## config.mk

```make
export PLATFORM = sky130hd
export DESIGN_NAME = spi_slave_ctrl
export DESIGN_NICKNAME = d
export VERILOG_FILES = /design/src/rtl/spi_slave_ctrl.sv
export SDC_FILE = /design/constraint.sdc
export NUM_CORES = 1
export LEC_CHECK = 0
export CAP_MARGIN = 5
export CORE_ASPECT_RATIO = 1.75
export CORE_UTILIZATION = 58
export DETAILED_ROUTE_END_ITERATION = 7
export GPL_TIMING_DRIVEN = 0
export PLACE_DENSITY = 0.81
export SETUP_SLACK_MARGIN = 0.5
export SYNTH_ARGS = -nofsm -noshare
export SYNTH_HDL_FRONTEND = slang
export SYNTH_SLANG_ARGS = --single-unit
```

## constraint.sdc

```tcl
create_clock -name clk -period 3.3 [get_ports clk]
set_input_delay 0.495 -clock clk [delete_from_list [all_inputs] [get_ports clk]]
set_output_delay 0.495 -clock clk [all_outputs]
set_load 0.1 [all_outputs]
```

## src/rtl/spi_slave_ctrl.sv

```systemverilog
// SPI slave frame controller: deserialises (2 cmd + PAYLOAD_W) bit MOSI frames
// into a parallel word and serialises DATA_W-bit read data back out on MISO.
// MOSI is sampled on the system clock; SS_n must deassert between frames.
module spi_slave_ctrl #(
    parameter int PAYLOAD_W = 8,
    parameter int DATA_W    = 8
) (
    input  logic                 clk,
    input  logic                 rst_n,
    input  logic                 SS_n,
    input  logic                 MOSI,
    output logic                 MISO,
    output logic [PAYLOAD_W+1:0] rx_data,
    output logic                 rx_valid,
    input  logic [DATA_W-1:0]    tx_data,
    input  logic                 tx_valid,
    output logic                 busy,
    output logic                 frame_err
);

    localparam int F  = PAYLOAD_W + 2;
    localparam int CW = $clog2(F);
    localparam int TW = (DATA_W > 1) ? $clog2(DATA_W) : 1;

    typedef enum logic [2:0] {
        IDLE, CHK_CMD, WRITE, READ_ADD, READ_DATA, WAIT_TX, SEND, DONE
    } state_e;

    state_e            state_q, state_d;
    logic [CW-1:0]     cnt_q, cnt_d;
    logic [TW-1:0]     tx_cnt_q, tx_cnt_d;
    logic [F-2:0]      rx_sh_q, rx_sh_d;
    logic [DATA_W-1:0] tx_sh_q, tx_sh_d;
    logic [F-1:0]      rx_data_q, rx_data_d;
    logic              rx_valid_q, rx_valid_d;
    logic              frame_err_q, frame_err_d;
    logic              miso_q, miso_d;
    logic              rd_addr_ok_q, rd_addr_ok_d;

    // Register all state; reset returns every output to idle values at once.
    always_ff @(posedge clk or negedge rst_n) begin
        if (!rst_n) begin
            state_q      <= IDLE;
            cnt_q        <= '0;
            tx_cnt_q     <= '0;
            rx_sh_q      <= '0;
            tx_sh_q      <= '0;
            rx_data_q    <= '0;
            rx_valid_q   <= 1'b0;
            frame_err_q  <= 1'b0;
            miso_q       <= 1'b0;
            rd_addr_ok_q <= 1'b0;
        end else begin
            state_q      <= state_d;
            cnt_q        <= cnt_d;
            tx_cnt_q     <= tx_cnt_d;
            rx_sh_q      <= rx_sh_d;
            tx_sh_q      <= tx_sh_d;
            rx_data_q    <= rx_data_d;
            rx_valid_q   <= rx_valid_d;
            frame_err_q  <= frame_err_d;
            miso_q       <= miso_d;
            rd_addr_ok_q <= rd_addr_ok_d;
        end
    end

    // Next-state and datapath: an SS_n release mid-frame always wins as an abort.
    always_comb begin
        state_d      = state_q;
        cnt_d        = cnt_q;
        tx_cnt_d     = tx_cnt_q;
        rx_sh_d      = rx_sh_q;
        tx_sh_d      = tx_sh_q;
        rx_data_d    = rx_data_q;
        rx_valid_d   = 1'b0;
        frame_err_d  = 1'b0;
        miso_d       = miso_q;
        rd_addr_ok_d = rd_addr_ok_q;

        if (SS_n && state_q != IDLE && state_q != DONE) begin
            // Abort: drop the partial frame, keep rx_data and rd_addr_ok as they are.
            state_d     = IDLE;
            cnt_d       = '0;
            tx_cnt_d    = '0;
            frame_err_d = 1'b1;
            miso_d      = 1'b0;
        end else begin
            case (state_q)
                IDLE: begin
                    cnt_d = '0;
                    if (!SS_n) state_d = CHK_CMD;
                end
                CHK_CMD: begin
                    rx_sh_d = {rx_sh_q[F-3:0], MOSI};
                    cnt_d   = CW'(1);
                    if (!MOSI)             state_d = WRITE;
                    else if (rd_addr_ok_q) state_d = READ_DATA;
                    else                   state_d = READ_ADD;
                end
                WRITE, READ_ADD, READ_DATA: begin
                    if (cnt_q == CW'(F - 1)) begin
                        // Whole frame lands in rx_data in one go, never partially.
                        rx_data_d  = {rx_sh_q, MOSI};
                        rx_valid_d = 1'b1;
                        cnt_d      = '0;
                        if (state_q == READ_DATA) begin
                            state_d = WAIT_TX;
                        end else begin
                            state_d = DONE;
                            if (state_q == READ_ADD) rd_addr_ok_d = 1'b1;
                        end
                    end else begin
                        rx_sh_d = {rx_sh_q[F-3:0], MOSI};
                        cnt_d   = cnt_q + CW'(1);
                    end
                end
                WAIT_TX: begin
                    if (tx_valid) begin
                        // MSB goes straight to the MISO flop so it shows on the first SEND cycle.
                        tx_sh_d  = tx_data;
                        miso_d   = tx_data[DATA_W-1];
                        tx_cnt_d = '0;
                        state_d  = SEND;
                    end
                end
                SEND: begin
                    if (tx_cnt_q == TW'(DATA_W - 1)) begin
                        miso_d       = 1'b0;
                        rd_addr_ok_d = 1'b0;
                        state_d      = DONE;
                    end else begin
                        miso_d   = tx_sh_q[DATA_W-2];
                        tx_sh_d  = tx_sh_q << 1;
                        tx_cnt_d = tx_cnt_q + TW'(1);
                    end
                end
                DONE: begin
                    if (SS_n) state_d = IDLE;
                end
                default: state_d = IDLE;
            endcase
        end
    end

    assign MISO      = miso_q;
    assign rx_data   = rx_data_q;
    assign rx_valid  = rx_valid_q;
    assign frame_err = frame_err_q;
    assign busy      = (state_q != IDLE);

endmodule

```

; ---- Word level (Yosys, flattened, before mapping)
; Index checks and enable logic that the tools add are counted.
[word_totals]
register_bits = 40
[op_classes]
add_sub_neg = 2
n_eq_ne = 23
mux = 35
bitwise_logic = 1
reduce_logical = 17
[op_table]
columns = cell, count
row1 = 3-bit two-way mux, 11
row2 = 3-bit inequality test (second input constant), 7
row3 = 3-bit one-hot mux with 6 select lines, 1
row4 = 9-bit one-hot mux with 2 select lines, 1
row5 = 3-bit == test (second input constant), 5
row6 = 7-bit two-way mux, 2
row7 = 2-bit inequality test (second input constant), 7
row8 = 7-bit one-hot mux with 2 select lines, 1
row9 = 4-bit one-hot mux with 3 select lines, 1
row10 = 1-bit two-way mux, 11
row11 = 9-bit two-way mux, 1
row12 = 3-bit AND reduction, 3
row13 = 4-bit two-way mux, 2
row14 = 3-bit by 2-bit == test with 1-bit output (second input constant), 2
row15 = 3-bit one-hot mux with 2 select lines, 1
row16 = 6-bit AND reduction, 1
row17 = 2-bit nonzero test, 3
row18 = 3-bit nonzero test, 2
row19 = 5-bit AND reduction, 1
row20 = 4-bit by 1-bit adder with 4-bit output (second input constant), 1
row21 = 4-bit == test (second input constant), 1
row22 = 1-bit one-hot mux with 2 select lines, 2
row23 = 4-bit AND reduction, 1
row24 = 4-bit nonzero test, 1
row25 = other kinds (8), 9

; ---- Logic depth before layout (Yosys ltp)
; Gate-level depths: netlist (run 1).
[depth]
ltp_word = 5
mapped_depth = 7
depth_no_buf = 6

; ---- Worst setup path after synthesis (run 1)
; OpenSTA, ideal clock, no wires.
[synth_path]
path_kind = register to register
startpoint = reg state_q[0]
endpoint = reg rx_data_q[0] (netlist: rx_data[0])
setup_time_ns = 0.125
t_arrival_ns = 1.963
required_time_ns = 3.175
setup_slack_ns = 1.212
stages_incl_launch_ff = 7
n_path_buf = 1
period_less_slack_ns = 2.088
cell_sequence = dfrtp_1 -> nor3_2 -> inv_2 -> and3_4 -> or3_4 -> buf_6 -> mux2_4
[synth_between]
elab_chain_cells = 5
word_cells_on_any_way = 10
classes_between = 4 x eq/ne / 1 x bitwise / 5 x reduce/logical
[synth_rtl]
columns = item, line
row1 = "start, declared", 29  ; state_e state_q, state_d;
row2 = "start signal, assigned", 54  ; state_q <= state_d;
row3 = 3-bit nonzero test, n/a
row4 = named net busy, 17  ; output logic busy,
row5 = 1-bit logical AND (2 in series), 80  ; if (SS_n && state_q != IDLE && state_q != DONE) begin
row6 = 1-bit inverter (no line), n/a
row7 = 3-bit AND reduction (no line), n/a
row8 = "end signal, assigned", 59  ; rx_data_q <= rx_data_d;
row9 = "end, declared", 34  ; logic [F-1:0] rx_data_q, rx_data_d;
; The timed path passes the listed nets, and every way through them passes these cells.
; A chain may end at the register's enable or synchronous reset.

; ---- Worst setup path after layout (run 1)
[layout_path]
startpoint = reg state_q[0]
endpoint = out busy
[layout_between]
elab_chain_cells = 1
[layout_rtl]
columns = item, line
row1 = 3-bit nonzero test, 149  ; assign busy = (state_q != IDLE);
row2 = "end, declared", 17
; Every way passes these cells.

==> impl_results.md, run 1 <==
- Placer Congestion: 0.8782
- Endpoints failing setup: 0
- Pwr/cell area: 775.8 mW/mm^2
- Post-CTS setup buffer count: 0
- Yosys top cell area share: 0.4988
- Clk sinks: 40
- TritonCTS clock tree: built
- Worst-path clk slew: 0.08 ns
- Post-synth top area cell: dfrtp_1
- Nets: 229
- Min Tclk post-route: 2.615 ns
- IO Port Bufs: 26
- Vias in the first global route: 1569
- Mapped cell area: 0.002007 sq mm
- RSZ-0062 raised after global routing: no
- Top cells by area, synth: dfrtp_1 50%, mux2_2 7.3%, mux2_4 6.7%
- Total gr overflow: 0
- DP Area: 0.002316 sq mm
- Cts hold-fix bufs: 0
- Design area: 0.002427 sq mm
- GRT busiest layer: met2
- CP peak stage delay: 0.98 ns
- Mapped Cells: 179
- Slew HR: 0.3408
- Actual slew at the worst max-slew pin: 0.9857 ns
- GR Util met3: 0.05882
- I/O pin cnt: 27
- Avg Cell Area, Syn: 11.21 sq um
- Syn nets: 196
- Tightest Hold Check Type: in2async
- Finished Layout Cells: 256
- Initial Util: 0.6253
- Layout cells sized above 1: 0.1784
- Final Hold Fails: 0
- First-pass GRT wire length: 6.962 mm
- Crit-path leading delay family: buffers and inverters
- Routed vias: 1503
- 1st-iter DRT viols: 85
- DRC violations left: 0
- Antenna viol nets, final: 0
- Most frequent cells in the layout: 40 x dfrtp_1, 25 x clkdlybuf4s50_1, 15 x o21ai_0
- Max-cap check violation count: 0
- Met1 usage: 0.2949
- Critical path required time: 2.80 ns
- Synth unique cells: 41
- Drt pass-1 iters: 4
- Bufs on Longest Clock Path: 2
- Max VDD drop: 497.0 uV
- Crit-path max FO: 4
- Routed vias/inst: 5.871
- Worst Path Arrival: 2.12 ns
- Largest net degree at the start of global routing: 41
- Lkg Pwr: 1.132 nW
- Most common cell after layout, fill and taps aside: dfrtp_1
- Crit-path cells: nor3_2 > inv_2 > clkdlybuf4s50_1
- Setup TNS: 0 ns
- H-tree levels: 2
- Clock latency on the worst-skew pair: 0.29 ns
- PnR Total Power: 1.883 mW
- DP HPWL: 3.046 mm
- Setup Crit Path Kind: reg2out
- Initial antenna violation count: 0
- Pins Over Slew Limit: 0
- Met2 usage: 0.4403
- CTS resizes: 0
- # diodes: 0
- CP endpoint kind: output port
- Clock tree root buffer cell: clkbuf_8
- Die Ht: 79.82 um
- Flops & latches, synth: 40
- Clock Skews: 0.006296 ns
- Worst Setup Start Kind: register
- Die area: 0.003709 sq mm
- Routed WL: 4.158 mm
- Row count: 27
- Worst R2R Setup Slack: 1.27 ns
- Slowest cell on crit path: clkdlybuf4s50_1
- Ys Warns: 0
- Status: completed
- All-Layer GR Usage: 0.2598
- CP Buf/Inv Count: 2
- Seq/Total Area, Yosys: 0.4988
- Final worst path period share: 0.7925
- Wirelength per Cell: 16.24 um
- Layout overhead on the synthesized area: 20.95%
- F_max: 382.4 MHz
- Cell total after placement: 248
- Core area: 0.003209 sq mm
- Die W: 46.47 um
- Num CTS Buffers: 5
==> flip-flops by register name, summed over array words and instances, names as in the netlist <==
signal and count:
state_q 3, tx_cnt_q 3, tx_sh_q 7, rx_sh_q 9, rx_valid 1, rd_addr_ok_q 1, MISO 1, cnt_q 4
frame_err 1, rx_data 10
==> synthesized netlist by cell type, drive strengths merged <==
| master | instances |
|---|---|
| a211oi | 1 |
| a21oi | 6 |
| a22o | 3 |
| a22oi | 1 |
| a31oi | 1 |
| a32oi | 1 |
| and3 | 2 |
| and3b | 1 |
| buf | 3 |
| clkbuf | 7 |
| dfrtp | 40 |
| ha | 4 |
| inv | 9 |
| maj3 | 1 |
| mux2 | 22 |
| mux2i | 7 |
| nand2 | 14 |
| nand2b | 3 |
| nand3 | 8 |
| nand3b | 3 |
| nor2 | 6 |
| nor2b | 3 |
| nor3 | 3 |
| nor3b | 3 |
| o2111ai | 1 |
| o211ai | 2 |
| o21ai | 15 |
| o221ai | 1 |
| o22ai | 1 |
| o2bb2ai | 1 |
| o311ai | 1 |
| o32ai | 2 |
| or3 | 1 |
| xnor2 | 1 |
| xor2 | 1 |
==> through the flow <==
step / hold slack (ns) / utilization / setup WS (ns)
2_1_floorplan: 0.1994 / - / 1.212
3_3_place_gp: 0.4629 / 0.7232 / 0.8487
3_5_place_dp: 0.4711 / 0.7216 / 0.7967
4_1_cts: 0.3395 / 0.7563 / 0.7015
5_1_grt: 0.3848 / 0.7563 / 0.6337
6_report: 0.3156 / 0.7563 / 0.6847
==> area by class of cell <==
class / count / area (sq um)
Buffer: 10 / 46.29
Clock buffer: 5 / 68.82
Clock inverter: 3 / 42.54
Fill cell: 212 / 782.0
Inverter: 9 / 33.78
Multi-Input combinational cell: 120 / 925.9
Sequential cell: 40 / 1001
Tap cell: 43 / 53.80
Timing Repair Buffer: 26 / 255.2
==> worst register-to-register path, cell delays in order, from the launching register on <==
cell,delay [ns]
dfrtp_1,0.42
nor3_2,0.33
inv_2,0.11
and3_4,0.20
or3_4,0.39
buf_6,0.17
mux2_4,0.30
==> kinds of logic (layout without fill, tap and decap cells) <==
logic type / count (synthesis) / after routing / share of synthesized area
flip-flops: 40 / 40 / 0.4988
AND/OR/NAND/NOR: 47 / 47 / 0.1272
XOR/XNOR: 2 / 2 / 0.008730
multiplexers: 29 / 29 / 0.1752
buffers and inverters: 19 / 53 / 0.03990
adder cells (fa/ha/maj): 5 / 5 / 0.02993
AO/OA/AOI/OAI: 37 / 37 / 0.1203
==> routing by layer <==
metal,share of wire,up-vias
met3,0.046,14
met1,0.38,725
met5,0,-
met2,0.55,61
li1,-,703
met4,0.028,0
==> where the power goes <==
part           internal (mW)  switching [mW]
logic                  0.292           0.458
clock network          0.224           0.168
registers              0.633           0.109
==> worst paths after layout <==
kind,endpoint,depth (start not counted),from
min in group clk,tx_sh_q[5]$_DFFE_PN0P_,2,tx_sh_q[5]$_DFFE_PN0P_
worst min-delay path,rx_sh_q[4]$_DFFE_PN0P_,1,rst_n
worst max register to register,rx_data[1]$_DFFE_PN0P_,6,state_q[0]$_DFFE_PN0P_
worst min register to register,tx_sh_q[5]$_DFFE_PN0P_,2,tx_sh_q[5]$_DFFE_PN0P_
max in group asynchronous,cnt_q[2]$_DFFE_PN0P_,1,rst_n
worst max-delay path,busy,3,state_q[0]$_DFFE_PN0P_
(Power assumes the default switching activity.)
==> run 2, diff against run 1 <==
CORE_UTILIZATION = 54   (was 58)
PLACE_DENSITY = 0.76   (was 0.81)
clock period = 2.6 ns   (was 3.3 ns; I/O delays follow)
==> impl_results.md, run 2 (synthesized netlist as in run 1, its figures left out) <==
- Row count: 29
- Largest net degree at the start of global routing: 41
- Tightest Hold Check Type: in2async
- Clock tree root buffer cell: clkbuf_8
- Final worst path period share: 0.7636
- Slew HR: 0.3597
- DP HPWL: 3.036 mm
- Number of flip-flops in the largest register: 10
- # diodes: 0
- Clock Skews: 0.005594 ns
- Power Internal: 1.438 mW
- Net Sw Frac: 0.3893
- Drt pass-1 iters: 4
- P_sw: 0.9163 mW
- Most frequent cells in the layout: 40 x dfrtp_1, 14 x o21ai_0, 14 x nand2_1
- Crit-path max FO: 10
- Wirelength per Cell: 15.59 um
- Die Ht: 82.65 um
- First-pass GRT wire length: 6.520 mm
- Bufs on Longest Clock Path: 2
- Design area: 0.002411 sq mm
- Worst-path clk slew: 0.08 ns
- Clk sinks: 40
- H-tree levels: 2
- Layout cells sized above 1: 0.1878
- Clock latency on the worst-skew pair: 0.29 ns
- Endpoints failing setup: 0
- Hold Slack: 0.2168 ns
- Die W: 48.09 um
- Vias in the first global route: 1489
- Worst reg2reg path startpoint: state_q[0]$_DFFE_PN0P_
- Post-CTS setup buffer count: 0
- Core area: 0.003592 sq mm
- Worst r2r path cells: 6
- Initial Util: 0.5587
- Clk pwr share: 0.210
- Routed WL: 4.037 mm
- TritonCTS clock tree: built
- IO Port Bufs: 26
- Routed vias: 1487
- Max-cap check violation count: 0
- Die area: 0.003974 sq mm
- Cts hold-fix bufs: 0
- I/O pin cnt: 27
- Initial antenna violation count: 0
- Pwr/cell area: 976.3 mW/mm^2
- Nets: 229
- 1st-iter DRT viols: 47
- DP Area: 0.002320 sq mm
- All-Layer GR Usage: 0.2357
- Max VDD drop: 1066 uV
- Layout overhead on the synthesized area: 20.14%
- Actual slew at the worst max-slew pin: 0.9643 ns
- Worst Path Arrival: 2.16 ns
- Num CTS Buffers: 5
- Pins Over Slew Limit: 0
- Worst Setup Start Kind: register
- Status: completed
- Antenna viol nets, final: 0
- F_max: 503.7 MHz
- Final Hold Fails: 0
- Critical Path Start: state_q[0]$_DFFE_PN0P_
- RSZ-0062 raised after global routing: no
- Min Tclk post-route: 1.985 ns
- Combinational power share: 0.388
- Setup TNS: 0 ns
- Routed vias/inst: 5.741
- Lkg Pwr: 1.191 nW
- Part of the power in registers: 0.402
- Setup Crit Path Kind: reg2reg
- Total gr overflow: 0
- Placer Congestion: 0.9366
- Pre-CTS WS: 0.1147 ns
- Worst Slack Setup Final: 0.6148 ns
- CP endpoint kind: register
- CTS resizes: 15
- Worst r2r dst: rx_data[1]$_DFFE_PN0P_
- Most common cell after layout, fill and taps aside: dfrtp_1
- DRC violations left: 0
- Worst R2R Setup Slack: 0.61 ns
- Critical path required time: 2.77 ns
- Fillcell total: 282
run 2: changes by cell type in the layout (fill, tap and decap cells not counted), sizes merged:
cell / change
dlygate4sd2: +13
clkdlybuf4s50: -14
clkbuf: +1
run 2: worst max-delay path by stage:
stage / slack, ns / to
6_report: 0.61 / rx_data[1]$_DFFE_PN0P_
5_1_grt: 0.50 / tx_cnt_q[0]$_DFFE_PN0P_
4_1_cts: 0.45 / busy
3_5_place_dp: 0.11 / state_q[0]$_DFFE_PN0P_
3_3_place_gp: 0.19 / state_q[2]$_DFFE_PN0P_
2_1_floorplan: 0.51 / rx_data[0]$_DFFE_PN0P_
run 2: worst max-delay path, cell delays in order, from the launching register on:
cell and delay, ns:
dfrtp_1 0.44, nor3_2 0.29, inv_2 0.09, and3_4 0.19
or3_4 0.39, buf_6 0.17, mux2_4 0.31
run 2: stage by stage:
step / utilization / total power [mW] / instances
6_report: 0.6712 / 2.354 / 259
5_1_grt: 0.6712 / 2.500 / 259
4_1_cts: 0.6722 / 2.367 / 259
3_5_place_dp: 0.6458 / 1.885 / 251
3_3_place_gp: 0.6472 / 1.838 / 251
2_1_floorplan: - / 1.643 / 179
run 2: metal layers:
layer  track usage  wire, um  vias to the layer above
met3       0.06087       129                        9
met1        0.2440      1536                      722
met4       0.08889        71                        0
met5             0         0                        -
met2        0.4270      2299                       52
li1              -         -                      704
run 2: cell type report:
class	count	area [sq um]	share of cell area
repair buffers	26	234.0	0.09704
multi-input cells	120	925.9	0.3840
well taps	46	57.56	0.02387
inverters	9	33.78	0.01401
clock buffers	5	68.82	0.02854
clock inverters	3	42.54	0.01764
plain buffers	10	47.55	0.01972
flip-flops and latches	40	1001	0.4152
run 2: power by group through the flow:
stage                     clock (mW)  combinational (mW)  sequential, mW
after floorplan                    0               0.626            1.02
after global placement             0               0.895           0.943
after detailed placement           0               0.927           0.957
after CTS                      0.508               0.915           0.944
after global routing           0.531                1.00           0.967
final                          0.495               0.913           0.945
